**src/rtl/cpu_pkg.sv**
```systemverilog
// Shared CPU definitions: fetch FSM state encoding, reset vector, instruction width.
package cpu_pkg;
   localparam logic [31:0] DEFAULT_RESET_PC = 32'h0000_0000;
   localparam int unsigned INSTR_W          = 32;

   typedef enum logic [1:0] {RUN, HALT, FAULT} fetch_state_t;

   function automatic logic is_aligned(input logic [31:0] addr);
      return addr[1:0] == 2'b00;
   endfunction
endpackage

```
**src/rtl/if_id_reg.sv**
```systemverilog
// IF/ID pipeline register: valid/ready handshake with flush and load enable.
module if_id_reg
   import cpu_pkg::*;
(
   input  logic               clk,
   input  logic               rst_n,
   input  logic               flush,
   input  logic               load,
   input  logic               ready,
   input  logic [INSTR_W-1:0] in_instr,
   input  logic [31:0]        in_pc,
   output logic               valid,
   output logic [INSTR_W-1:0] instr,
   output logic [31:0]        pc,
   output logic [31:0]        pc_plus4
);

   always_ff @(posedge clk or negedge rst_n) begin
      if (!rst_n) begin
         valid    <= 1'b0;
         instr    <= '0;
         pc       <= '0;
         pc_plus4 <= '0;
      end else if (flush) begin
         valid <= 1'b0;
      end else if (load) begin
         valid    <= 1'b1;
         instr    <= in_instr;
         pc       <= in_pc;
         pc_plus4 <= in_pc + 32'd4;
      end else if (ready) begin
         // Consumed with nothing new behind it; payload is left as-is.
         valid <= 1'b0;
      end
   end

endmodule

```
**src/rtl/fetch_stage.sv**
```systemverilog
// Instruction fetch: PC, RUN/HALT/FAULT control, redirect handling, feeds if_id_reg.
module fetch_stage
   import cpu_pkg::*;
#(
   parameter logic [31:0] RESET_PC = DEFAULT_RESET_PC,
   parameter int unsigned IMEM_AW  = 6
) (
   input  logic               clk,
   input  logic               rst_n,
   output logic [IMEM_AW-1:0] imem_addr,
   input  logic [INSTR_W-1:0] imem_instr,
   input  logic               redirect_valid,
   input  logic [31:0]        redirect_pc,
   input  logic               halt_req,
   input  logic               id_ready,
   output logic               id_valid,
   output logic [INSTR_W-1:0] id_instr,
   output logic [31:0]        id_pc,
   output logic [31:0]        id_pc_plus4,
   output logic               halted,
   output logic               fault
);

   fetch_state_t state_q, state_d;
   logic [31:0]  pc_q, pc_d;
   logic         pc_in_range, redirect_ok, slot_free;
   logic         load, flush;

   assign imem_addr   = pc_q[IMEM_AW+1:2];
   assign pc_in_range = (pc_q >> (IMEM_AW + 2)) == 32'd0;
   assign redirect_ok = is_aligned(redirect_pc) && ((redirect_pc >> (IMEM_AW + 2)) == 32'd0);
   assign slot_free   = !id_valid || id_ready;

   always_comb begin
      state_d = state_q;
      pc_d    = pc_q;
      load    = 1'b0;
      flush   = 1'b0;
      unique case (state_q)
         RUN: begin
            if (redirect_valid) begin
               flush = 1'b1;
               if (!redirect_ok) begin
                  state_d = FAULT;
               end else begin
                  pc_d = redirect_pc;
                  if (halt_req) state_d = HALT;
               end
            end else if (!pc_in_range) begin
               state_d = FAULT;
            end else begin
               if (slot_free) begin
                  load = 1'b1;
                  pc_d = pc_q + 32'd4;
               end
               if (halt_req) state_d = HALT;
            end
         end
         HALT: begin
            if (redirect_valid) begin
               flush = 1'b1;
               if (redirect_ok) begin
                  pc_d    = redirect_pc;
                  state_d = RUN;
               end else begin
                  state_d = FAULT;
               end
            end
         end
         FAULT: flush = 1'b1;
         default: state_d = FAULT;
      endcase
   end

   always_ff @(posedge clk or negedge rst_n) begin
      if (!rst_n) begin
         state_q <= RUN;
         pc_q    <= RESET_PC;
         halted  <= 1'b0;
         fault   <= 1'b0;
      end else begin
         state_q <= state_d;
         pc_q    <= pc_d;
         halted  <= (state_d == HALT);
         fault   <= (state_d == FAULT);
      end
   end

   if_id_reg u_if_id_reg (
      .clk      (clk),
      .rst_n    (rst_n),
      .flush    (flush),
      .load     (load),
      .ready    (id_ready),
      .in_instr (imem_instr),
      .in_pc    (pc_q),
      .valid    (id_valid),
      .instr    (id_instr),
      .pc       (id_pc),
      .pc_plus4 (id_pc_plus4)
   );

endmodule

```
**config.mk**
```make
export PLATFORM = sky130hd
export DESIGN_NAME = fetch_stage
export DESIGN_NICKNAME = d
export VERILOG_FILES = /design/src/rtl/cpu_pkg.sv /design/src/rtl/if_id_reg.sv /design/src/rtl/fetch_stage.sv
export SDC_FILE = /design/constraint.sdc
export NUM_CORES = 1
export LEC_CHECK = 0
export CORE_UTILIZATION = 40
export CTS_BUF_LIST = sky130_fd_sc_hd__clkbuf_2 sky130_fd_sc_hd__clkbuf_4 sky130_fd_sc_hd__clkbuf_8
export DETAILED_ROUTE_END_ITERATION = 8
export GPL_ROUTABILITY_DRIVEN = 0
export PLACE_DENSITY_LB_ADDON = 0.15
export SYNTH_ARGS = -nofsm -noshare
export SYNTH_HDL_FRONTEND = slang
export SYNTH_SLANG_ARGS = --single-unit
```
**constraint.sdc**
```tcl
create_clock -name clk -period 2.5 [get_ports clk]
set_clock_uncertainty 0.2 [all_clocks]
set_input_delay 0.25 -clock clk [delete_from_list [all_inputs] [get_ports clk]]
set_output_delay 0.25 -clock clk [all_outputs]
set_load 0.005 [all_outputs]
```
==> tab_implementation.tex, run 1 <==
\begin{tabular}{lr}
\hline
Metric & Value \\
\hline
\multicolumn{2}{l}{\textbf{Yosys}} \\
\quad Warnings from Yosys & 0 \\
\quad Share of the synthesized area in the top cell type & 66.5\% \\
\quad EDFF count, synth & 0 \\
\quad Top cells by area in the synthesized netlist & sky130\_fd\_sc\_hd\_\_dfrtp\_1 66\%, sky130\_fd\_sc\_hd\_\_mux2\_2 8.7\%, sky130\_fd\_sc\_hd\_\_nor2b\_1 6.1\% \\
\quad Mean instance size in the synthesized netlist & 13.8 sq um \\
\quad Share of async-settable or async-resettable flops after synthesis & 100\% \\
\quad Number of synthesized register bits & 131 \\
\quad Top flip-flop cell by instance count after synthesis & sky130\_fd\_sc\_hd\_\_dfrtp\_1 \\
\quad Post-synthesis instance area & 4930 sq um \\
\quad Number of different library cells in the post-synthesis netlist & 43 \\
\quad Sequential cell area fraction in the yosys report & 66.5\% \\
\quad Post-synth net total & 428 \\
\quad Library cell with the largest summed area after synthesis & sky130\_fd\_sc\_hd\_\_dfrtp\_1 \\
\quad Number of cells produced by synthesis & 358 \\
\multicolumn{2}{l}{\textbf{Floorplanning}} \\
\quad Effective utilization at floorplan & 41.1\% \\
\quad Site row count & 40 \\
\quad Die Span X & 113 um \\
\quad Total die area & 12800 sq um \\
\quad Core area & 12000 sq um \\
\quad Total I/O pin count & 174 \\
\quad Height of the chip & 113 um \\
\multicolumn{2}{l}{\textbf{Status}} \\
\quad Violated checks & negative setup slack \\
\quad Result of the run & finished, violations left \\
\multicolumn{2}{l}{\textbf{Drt}} \\
\quad Vias after detailed routing & 3417 \\
\quad Detailed router's first-iteration violation count & 129 \\
\quad Routed length per instance & 16.3 um \\
\quad Average via count per standard cell & 4.84 \\
\quad Remaining antenna violation count & 0 \\
\quad Detailed Route WL & 11.5 mm \\
\quad Count of TritonRoute iterations in the first routing pass & 4 \\
\quad Residual DRC count & 0 \\
\multicolumn{2}{l}{\textbf{GRT}} \\
\quad M2 GR Usage & 29.2\% \\
\quad Layer carrying the most global-route usage & met2 \\
\quad Overflow left after global routing & 0 \\
\quad Number of antenna violations at the first check in global routing & 0 \\
\quad GRT Resource Usage Total & 18.8\% \\
\quad Maximum number of pins on one net before global-route repair & 49 \\
\quad Met3 Track Usage GR & 6.05\% \\
\quad Via count of the first global-routing pass & 3499 \\
\quad M1 GR Usage & 24.3\% \\
\quad Wire length of the first global-routing pass & 18.2 mm \\
\multicolumn{2}{l}{\textbf{Setup path}} \\
\quad Delay of the slowest cell on the worst path & 0.54 ns \\
\quad Critical path endpoint category & flip-flop \\
\quad Critical Path Start Type & flip-flop \\
\quad CP Cell Sequence & or4\_4, nor2\_4, nand2\_2, nor4b\_4, buf\_4, buf\_12, buf\_16, mux2\_4 \\
\quad Worst EP arrival & 2.65 ns \\
\quad CP Max Fanout & 7 \\
\quad Critical path's slowest cell & sky130\_fd\_sc\_hd\_\_or4\_4 \\
\quad WP data required & 2.62 ns \\
\quad Setup Crit Path Kind & flip-flop to flip-flop \\
\multicolumn{2}{l}{\textbf{Clocking}} \\
\quad Clock tree from TritonCTS & yes \\
\quad Clock buffer count from CTS & 17 \\
\quad Clock transition at the register clock pins on the worst setup and hold paths after CTS & 0.07 ns \\
\quad Htree depth & 4 \\
\quad Root buffer selected by CTS & sky130\_fd\_sc\_hd\_\_clkbuf\_8 \\
\quad Buffer levels on the longest clock path & 2 \\
\quad Clock sinks & 131 \\
\quad Clock insertion delay at the later pin of the skew report & 0.44 ns \\
\multicolumn{2}{l}{\textbf{Power}} \\
\quad Total power after layout & 4.13 mW \\
\quad Leakage Power & 3.48 nW \\
\quad Peak VDD IR & 0.000414 V \\
\quad Power density relative to cell area & 551 nW/um\^{}2 \\
\multicolumn{2}{l}{\textbf{Place}} \\
\quad Count of input and output buffers & 173 \\
\quad DP Wirelength & 7.48 mm \\
\quad Placed inst area & 6850 sq um \\
\multicolumn{2}{l}{\textbf{Final layout}} \\
\quad Area overhead of the layout relative to synthesis & 51.8\% \\
\quad Post-layout nets & 618 \\
\quad Combined area of the multi-input logic cells & 1630 sq um \\
\quad Final design instance area without fill & 7480 sq um \\
\quad Fraction of layout cells with a size suffix above 1 & 18.1\% \\
\quad Most frequent cells in the layout & 172 x sky130\_fd\_sc\_hd\_\_clkdlybuf4s50\_1, 131 x sky130\_fd\_sc\_hd\_\_dfrtp\_1, 48 x sky130\_fd\_sc\_hd\_\_nor2b\_1 \\
\quad Flip-flop and latch area & 3280 sq um \\
\quad Fill cells & 967 \\
\quad Share of the core filled with cells in the final layout & 62.3\% \\
\quad Number of antenna diodes & 0 \\
\quad Commonest non-fill, non-tap cell in the layout & sky130\_fd\_sc\_hd\_\_clkdlybuf4s50\_1 \\
\multicolumn{2}{l}{\textbf{Worst hold path}} \\
\quad Class of the most critical hold timing path & input pin to async pin \\
\multicolumn{2}{l}{\textbf{STA}} \\
\quad Final Hold Vio Count & 0 \\
\quad Peak Freq & 0.395 GHz \\
\quad Final worst-path setup slack & -0.0299 ns \\
\quad Max-slew violation total from the final report & 0 \\
\quad Total Negative Setup Slacks & -0.363 ns \\
\quad Slew of the pin with the lowest slew margin & 0.637 ns \\
\quad Final clock period utilization by the worst path & 101\% \\
\quad Final setup violation count & 18 \\
\quad Post-layout min period & 2.53 ns \\
\quad RSZ-0062 raised after global routing & true \\
\quad Worst slew slack as a fraction of its limit & 57.5\% \\
\multicolumn{2}{l}{\textbf{Run}} \\
\quad Maximum capacitance violations & 0 \\
\hline
\end{tabular}
==> logic make-up after synthesis <==
group	share of synthesized area, %
muxes	11.0
AOI/OAI and AO/OA	3.83
DFF	66.5
adders and majority gates	0.254
xor gates and xnor gates	0.888
and+or+nand+nor	14.5
buffers and inverters	3.10
==> where the power goes <==
part / leakage, nW / switching, mW / internal, mW
Combinational: 1.50 / 0.0892 / 0.178
Sequential: 1.78 / 0.0146 / 2.15
Clock: 0.202 / 0.764 / 0.934
==> final cells by class <==
class | count | area share [%]
repair buffers | 194 | 26.7
clock buffers | 25 | 4.35
inverters | 4 | 0.201
multi-input cells | 200 | 21.8
well taps | 147 | 2.46
clock inverters | 5 | 0.669
flip-flops and latches | 131 | 43.8
==> cell usage after synthesis (2+ instances only) <==
cell,n
sky130_fd_sc_hd__xnor2_1,4
sky130_fd_sc_hd__nor3_1,5
sky130_fd_sc_hd__o2bb2ai_1,3
sky130_fd_sc_hd__nor2b_1,48
sky130_fd_sc_hd__or4_1,2
sky130_fd_sc_hd__and2_1,25
sky130_fd_sc_hd__dfrtp_1,131
sky130_fd_sc_hd__mux2_1,10
sky130_fd_sc_hd__nor4_1,9
sky130_fd_sc_hd__buf_4,9
sky130_fd_sc_hd__inv_1,3
sky130_fd_sc_hd__o21ai_0,3
sky130_fd_sc_hd__o221ai_1,3
sky130_fd_sc_hd__and3_1,2
sky130_fd_sc_hd__mux2_2,38
sky130_fd_sc_hd__a21oi_1,7
sky130_fd_sc_hd__nor2_1,5
sky130_fd_sc_hd__o21a_1,2
sky130_fd_sc_hd__buf_2,8
sky130_fd_sc_hd__nand2_1,8
sky130_fd_sc_hd__nand3_1,7
sky130_fd_sc_hd__clkbuf_1,5
==> worst paths after layout <==
path / from / to / cells past startpoint / slack (ns)
worst max-delay path: pc_q[14] / u_if_id_reg.pc[5] / 8 / -0.03
worst min-delay path: rst_n / u_if_id_reg.pc[9] / 2 / 0.16
worst max register to register: pc_q[14] / u_if_id_reg.pc[5] / 8 / -0.03
worst min register to register: u_if_id_reg.pc_plus4[3] / u_if_id_reg.pc_plus4[3] / 1 / 0.28
max in group asynchronous: rst_n / u_if_id_reg.instr[8] / 3 / 1.23
min in group clk: imem_instr[16] / u_if_id_reg.instr[16] / 2 / 0.22
==> metrics by stage <==
step	instances	hold slack, ns	setup slack, ns
detailed placement	668	0.105	-0.0438
finish	706	0.158	-0.0299
global placement	668	0.0903	0.0286
floorplan	358	-0.246	0.0130
CTS	707	0.160	0.0120
global route	706	0.195	-0.105
==> routing by layer <==
layer,share of wire [%],up-vias
met5,0,-
met4,1.6,0
met3,6.1,14
met2,47,109
met1,45,1700
li1,-,1594
==> sequential cells by signal, indices dropped and copies added, names as in the netlist <==
name,cells
fault,1
halted,1
pc_q,32
state_q,2
u_if_id_reg.instr,32
u_if_id_reg.pc,30
u_if_id_reg.pc_plus4,32
u_if_id_reg.valid,1
==> worst max-delay path: cells and delay by family (launching register included) <==
family                 cells  cell delay [ns]
and+or+nand+nor            4             1.10
buffers and inverters      3             0.45
DFF                        1             0.37
muxes                      1             0.30
==> what timing repair did <==
| item | CTS | global route |
|---|---|---|
| hold buffers | 1 | 0 |
| resized for setup | 1 | 38 |
| buffers inserted | 5 | 2 |
| pin swaps | 1 | 4 |
| endpoints found under the hold margin | 46 | 0 |
| cloned | 3 | 1 |
| setup endpoints to repair | 56 | 84 |
Power figures use the tool's default switching activity.
==> run 2, diff against run 1 <==
- CORE_UTILIZATION: 40 -> 30
==> run 2 against run 1 <==
  * The run now ends clean
  * Setup slack gained 0.11 ns
  * Global-route usage shrank 4.5 points
  * Sequential share of layout area shrank 0.84 points
  * Count of clock-buffer cells in the layout shrank 7
  * Wire length grew 2.3%
  * Critical path depth shrank 1
  * Core utilization shrank 14 points
  * Cell area grew 2.0%
  * Via count shrank 0.50%
  * Clock power grew 12%
  * Combinational power shrank 4%
  * Critical path type unchanged
  * Register-to-register slack gained 0.11 ns
==> tab_implementation.tex, run 2 (synthesis gave the netlist of run 1 again) <==
\begin{tabular}{lr}
\hline
Metric & Value \\
\hline
\multicolumn{2}{l}{\textbf{Status}} \\
\quad Result of the run & complete, no violations \\
\multicolumn{2}{l}{\textbf{Place}} \\
\quad Count of input and output buffers & 173 (unchanged) \\
\quad Placed inst area & 6950 sq um (+1.5\%) \\
\quad DP Wirelength & 7.83 mm (+4.7\%) \\
\multicolumn{2}{l}{\textbf{Final layout}} \\
\quad Number of antenna diodes & 0 (unchanged) \\
\quad Commonest non-fill, non-tap cell in the layout & sky130\_fd\_sc\_hd\_\_clkdlybuf4s50\_1 \\
\quad Fill cells & 1449 (+50\%) \\
\quad Fraction of layout cells with a size suffix above 1 & 18.3\% (+0.27 points) \\
\quad Post-layout nets & 624 (+0.97\%) \\
\quad Final design instance area without fill & 7630 sq um (+2.0\%) \\
\quad Share of the core filled with cells in the final layout & 47.9\% (-14 points) \\
\quad Largest regs & pc\_q: 32 flops, u\_if\_id\_reg.instr: 32 flops, u\_if\_id\_reg.pc\_plus4: 32 flops \\
\quad Most frequent cells in the layout & 172 x sky130\_fd\_sc\_hd\_\_clkdlybuf4s50\_1, 131 x sky130\_fd\_sc\_hd\_\_dfrtp\_1, 48 x sky130\_fd\_sc\_hd\_\_nor2b\_1 \\
\quad Area overhead of the layout relative to synthesis & 54.7\% \\
\multicolumn{2}{l}{\textbf{Worst hold path}} \\
\quad Class of the most critical hold timing path & input pin to async pin \\
\multicolumn{2}{l}{\textbf{Setup path}} \\
\quad First element of the critical path & pc\_q[16] \\
\quad WP data required & 2.62 ns (about the same) \\
\quad Critical Path Start Type & flip-flop \\
\quad CP Max Fanout & 13 (+6) \\
\quad Setup Crit Path Kind & flip-flop to flip-flop \\
\quad Worst flop-to-flop path endpoint & u\_if\_id\_reg.instr[19] \\
\quad Worst reg-to-reg setup slack & 0.08 ns (+0.11 ns) \\
\quad Reg2reg start & pc\_q[16] \\
\quad Critical path endpoint category & flip-flop \\
\quad Worst EP arrival & 2.54 ns (-0.11 ns) \\
\quad Reg2reg path depth & 7 (-1) \\
\multicolumn{2}{l}{\textbf{Drt}} \\
\quad Residual DRC count & 0 (unchanged) \\
\quad Count of TritonRoute iterations in the first routing pass & 4 (unchanged) \\
\quad Vias after detailed routing & 3400 (-0.50\%) \\
\quad Remaining antenna violation count & 0 (unchanged) \\
\quad Average via count per standard cell & 4.34 (-10\%) \\
\quad Detailed router's first-iteration violation count & 110 (-15\%) \\
\quad Routed length per instance & 15.1 um (-7.8\%) \\
\quad Detailed Route WL & 11.8 mm (+2.3\%) \\
\multicolumn{2}{l}{\textbf{GRT}} \\
\quad Layer carrying the most global-route usage & met2 \\
\quad Wire length of the first global-routing pass & 18.3 mm (+0.99\%) \\
\quad GRT Resource Usage Total & 14.3\% (-4.5 points) \\
\quad Via count of the first global-routing pass & 3498 (-0.029\%) \\
\quad M2 GR Usage & 20.9\% (-8.3 points) \\
\quad M1 GR Usage & 19.1\% (-5.2 points) \\
\quad Met3 Track Usage GR & 5.00\% (-1.1 points) \\
\quad Number of antenna violations at the first check in global routing & 0 (unchanged) \\
\quad Maximum number of pins on one net before global-route repair & 85 (+73\%) \\
\quad Overflow left after global routing & 0 (unchanged) \\
\multicolumn{2}{l}{\textbf{Floorplanning}} \\
\quad Total die area & 17000 sq um (+33\%) \\
\quad Effective utilization at floorplan & 30.9\% (-10 points) \\
\quad Die Span X & 130 um (+15\%) \\
\quad Height of the chip & 130 um (+15\%) \\
\quad Total I/O pin count & 174 (unchanged) \\
\quad Core area & 15900 sq um (+33\%) \\
\quad Site row count & 46 (+15\%) \\
\multicolumn{2}{l}{\textbf{Clocking}} \\
\quad Htree depth & 4 (unchanged) \\
\quad Clock transition at the register clock pins on the worst setup and hold paths after CTS & 0.08 ns (about the same) \\
\quad Clock tree from TritonCTS & yes \\
\quad Clock sinks & 131 (unchanged) \\
\quad Clock insertion delay at the later pin of the skew report & 0.43 ns (about the same) \\
\quad Buffer levels on the longest clock path & 2 (unchanged) \\
\quad Root buffer selected by CTS & sky130\_fd\_sc\_hd\_\_clkbuf\_8 \\
\quad Clock buffer count from CTS & 17 (unchanged) \\
\multicolumn{2}{l}{\textbf{STA}} \\
\quad Final setup violation count & 0 (-18) \\
\quad Final Hold Vio Count & 0 (unchanged) \\
\quad Max-slew violation total from the final report & 0 (unchanged) \\
\quad Final clock period utilization by the worst path & 96.6\% (-4.6 points) \\
\quad Worst slew slack as a fraction of its limit & 57.2\% (-0.32 points) \\
\quad Post-layout min period & 2.42 ns (-0.114 ns) \\
\quad Slew of the pin with the lowest slew margin & 0.640 ns (+0.00271 ns) \\
\quad RSZ-0062 raised after global routing & true \\
\quad Peak Freq & 0.414 GHz (+4.7\%) \\
\multicolumn{2}{l}{\textbf{Power}} \\
\quad Share of total power consumed by net switching & 22.7\% (+1.6 points) \\
\quad Part of the total power dissipated in the clock network & 44.1\% (+2.9 points) \\
\quad Cell internal power dissipation & 3.34 mW (+2.5\%) \\
\quad Combinational power share & 5.9\% (-0.6 points) \\
\quad Peak VDD IR & 0.000316 V (-24\%) \\
\quad Portion of total power attributed to sequential cells & 50.0\% (-2.4 points) \\
\quad Net load switching power & 0.980 mW (+13\%) \\
\quad Power density relative to cell area & 566 nW/um\^{}2 (+2.6\%) \\
\quad Total power after layout & 4.32 mW (+4.6\%) \\
\quad Leakage Power & 3.49 nW (+0.38\%) \\
\multicolumn{2}{l}{\textbf{Run}} \\
\quad Maximum capacitance violations & 0 (unchanged) \\
\hline
\end{tabular}
-- run 2: cell types whose count changed in the layout (fill, tap and decap cells not counted), sizes merged --
cell         before  now
bufinv            1    3
clkinvlp          0    3
inv               3    7
clkbuf           26   23
dlygate4sd3       1    2
buf              20   21
-- run 2: routing by layer --
metal  up-vias  wire length, um
li1       1621                -
met1      1653             5350
met2       120             5530
met3         6              832
met4         0              102
met5         -                0
-- run 2: layout make-up --
type	instances	area [sq um]	area share [%]
clock buffers	18	248	3.25
clock inverters	14	178	2.33
inverters	4	15.0	0.197
multi-input cells	200	1540	20.1
flip-flops and latches	131	3280	43.0
well taps	216	270	3.54
repair buffers	200	2100	27.6
-- run 2: power groups by stage --
stage                     logic (mW)  registers, mW  clock network [mW]
after CTS                      0.262           2.16                1.97
after floorplan               0.0363           2.20                   0
final                          0.255           2.16                1.90
after global placement         0.253           2.20                   0
after detailed placement       0.257           2.20                   0
after global routing           0.281           2.16                2.07
-- run 2: worst max path at each step --
| stage | end |
|---|---|
| floorplan | u_if_id_reg.pc[6] |
| global placement | u_if_id_reg.instr[10] |
| detailed placement | u_if_id_reg.instr[18] |
| CTS | u_if_id_reg.pc[4] |
| global route | u_if_id_reg.instr[17] |
| finish | u_if_id_reg.instr[19] |
-- run 2: worst max-delay path, stage by stage (launching register included) --
cell                        delay (ns)
sky130_fd_sc_hd__dfrtp_1          0.39
sky130_fd_sc_hd__or4_4            0.53
sky130_fd_sc_hd__nor2_4           0.13
sky130_fd_sc_hd__nand2_2          0.07
sky130_fd_sc_hd__nor4b_4          0.31
sky130_fd_sc_hd__buf_6            0.18
sky130_fd_sc_hd__clkbuf_16        0.17
sky130_fd_sc_hd__mux2_2           0.33
-- run 2: metrics by stage --
step | setup TNS, ns | cells | hold slack [ns] | setup slack (ns)
floorplan | 0 | 358 | -0.246 | 0.0130
global placement | -0.205 | 739 | -0.0753 | -0.0117
detailed placement | -1.10 | 739 | -0.0715 | -0.0642
CTS | 0 | 773 | 0.191 | 0.0127
global route | -0.472 | 783 | 0.196 | -0.0246
finish | 0 | 783 | 0.229 | 0.0838
-- run 2: repair_timing --
| action | in CTS | in global routing |
|---|---|---|
| setup endpoints to repair | 39 | 48 |
| pin swaps | 2 | 3 |
| cloned | 0 | 5 |
| hold endpoints to repair | 131 | 0 |
| hold buffers | 2 | 0 |
| resized for setup | 2 | 17 |
| buffers inserted | 0 | 5 |
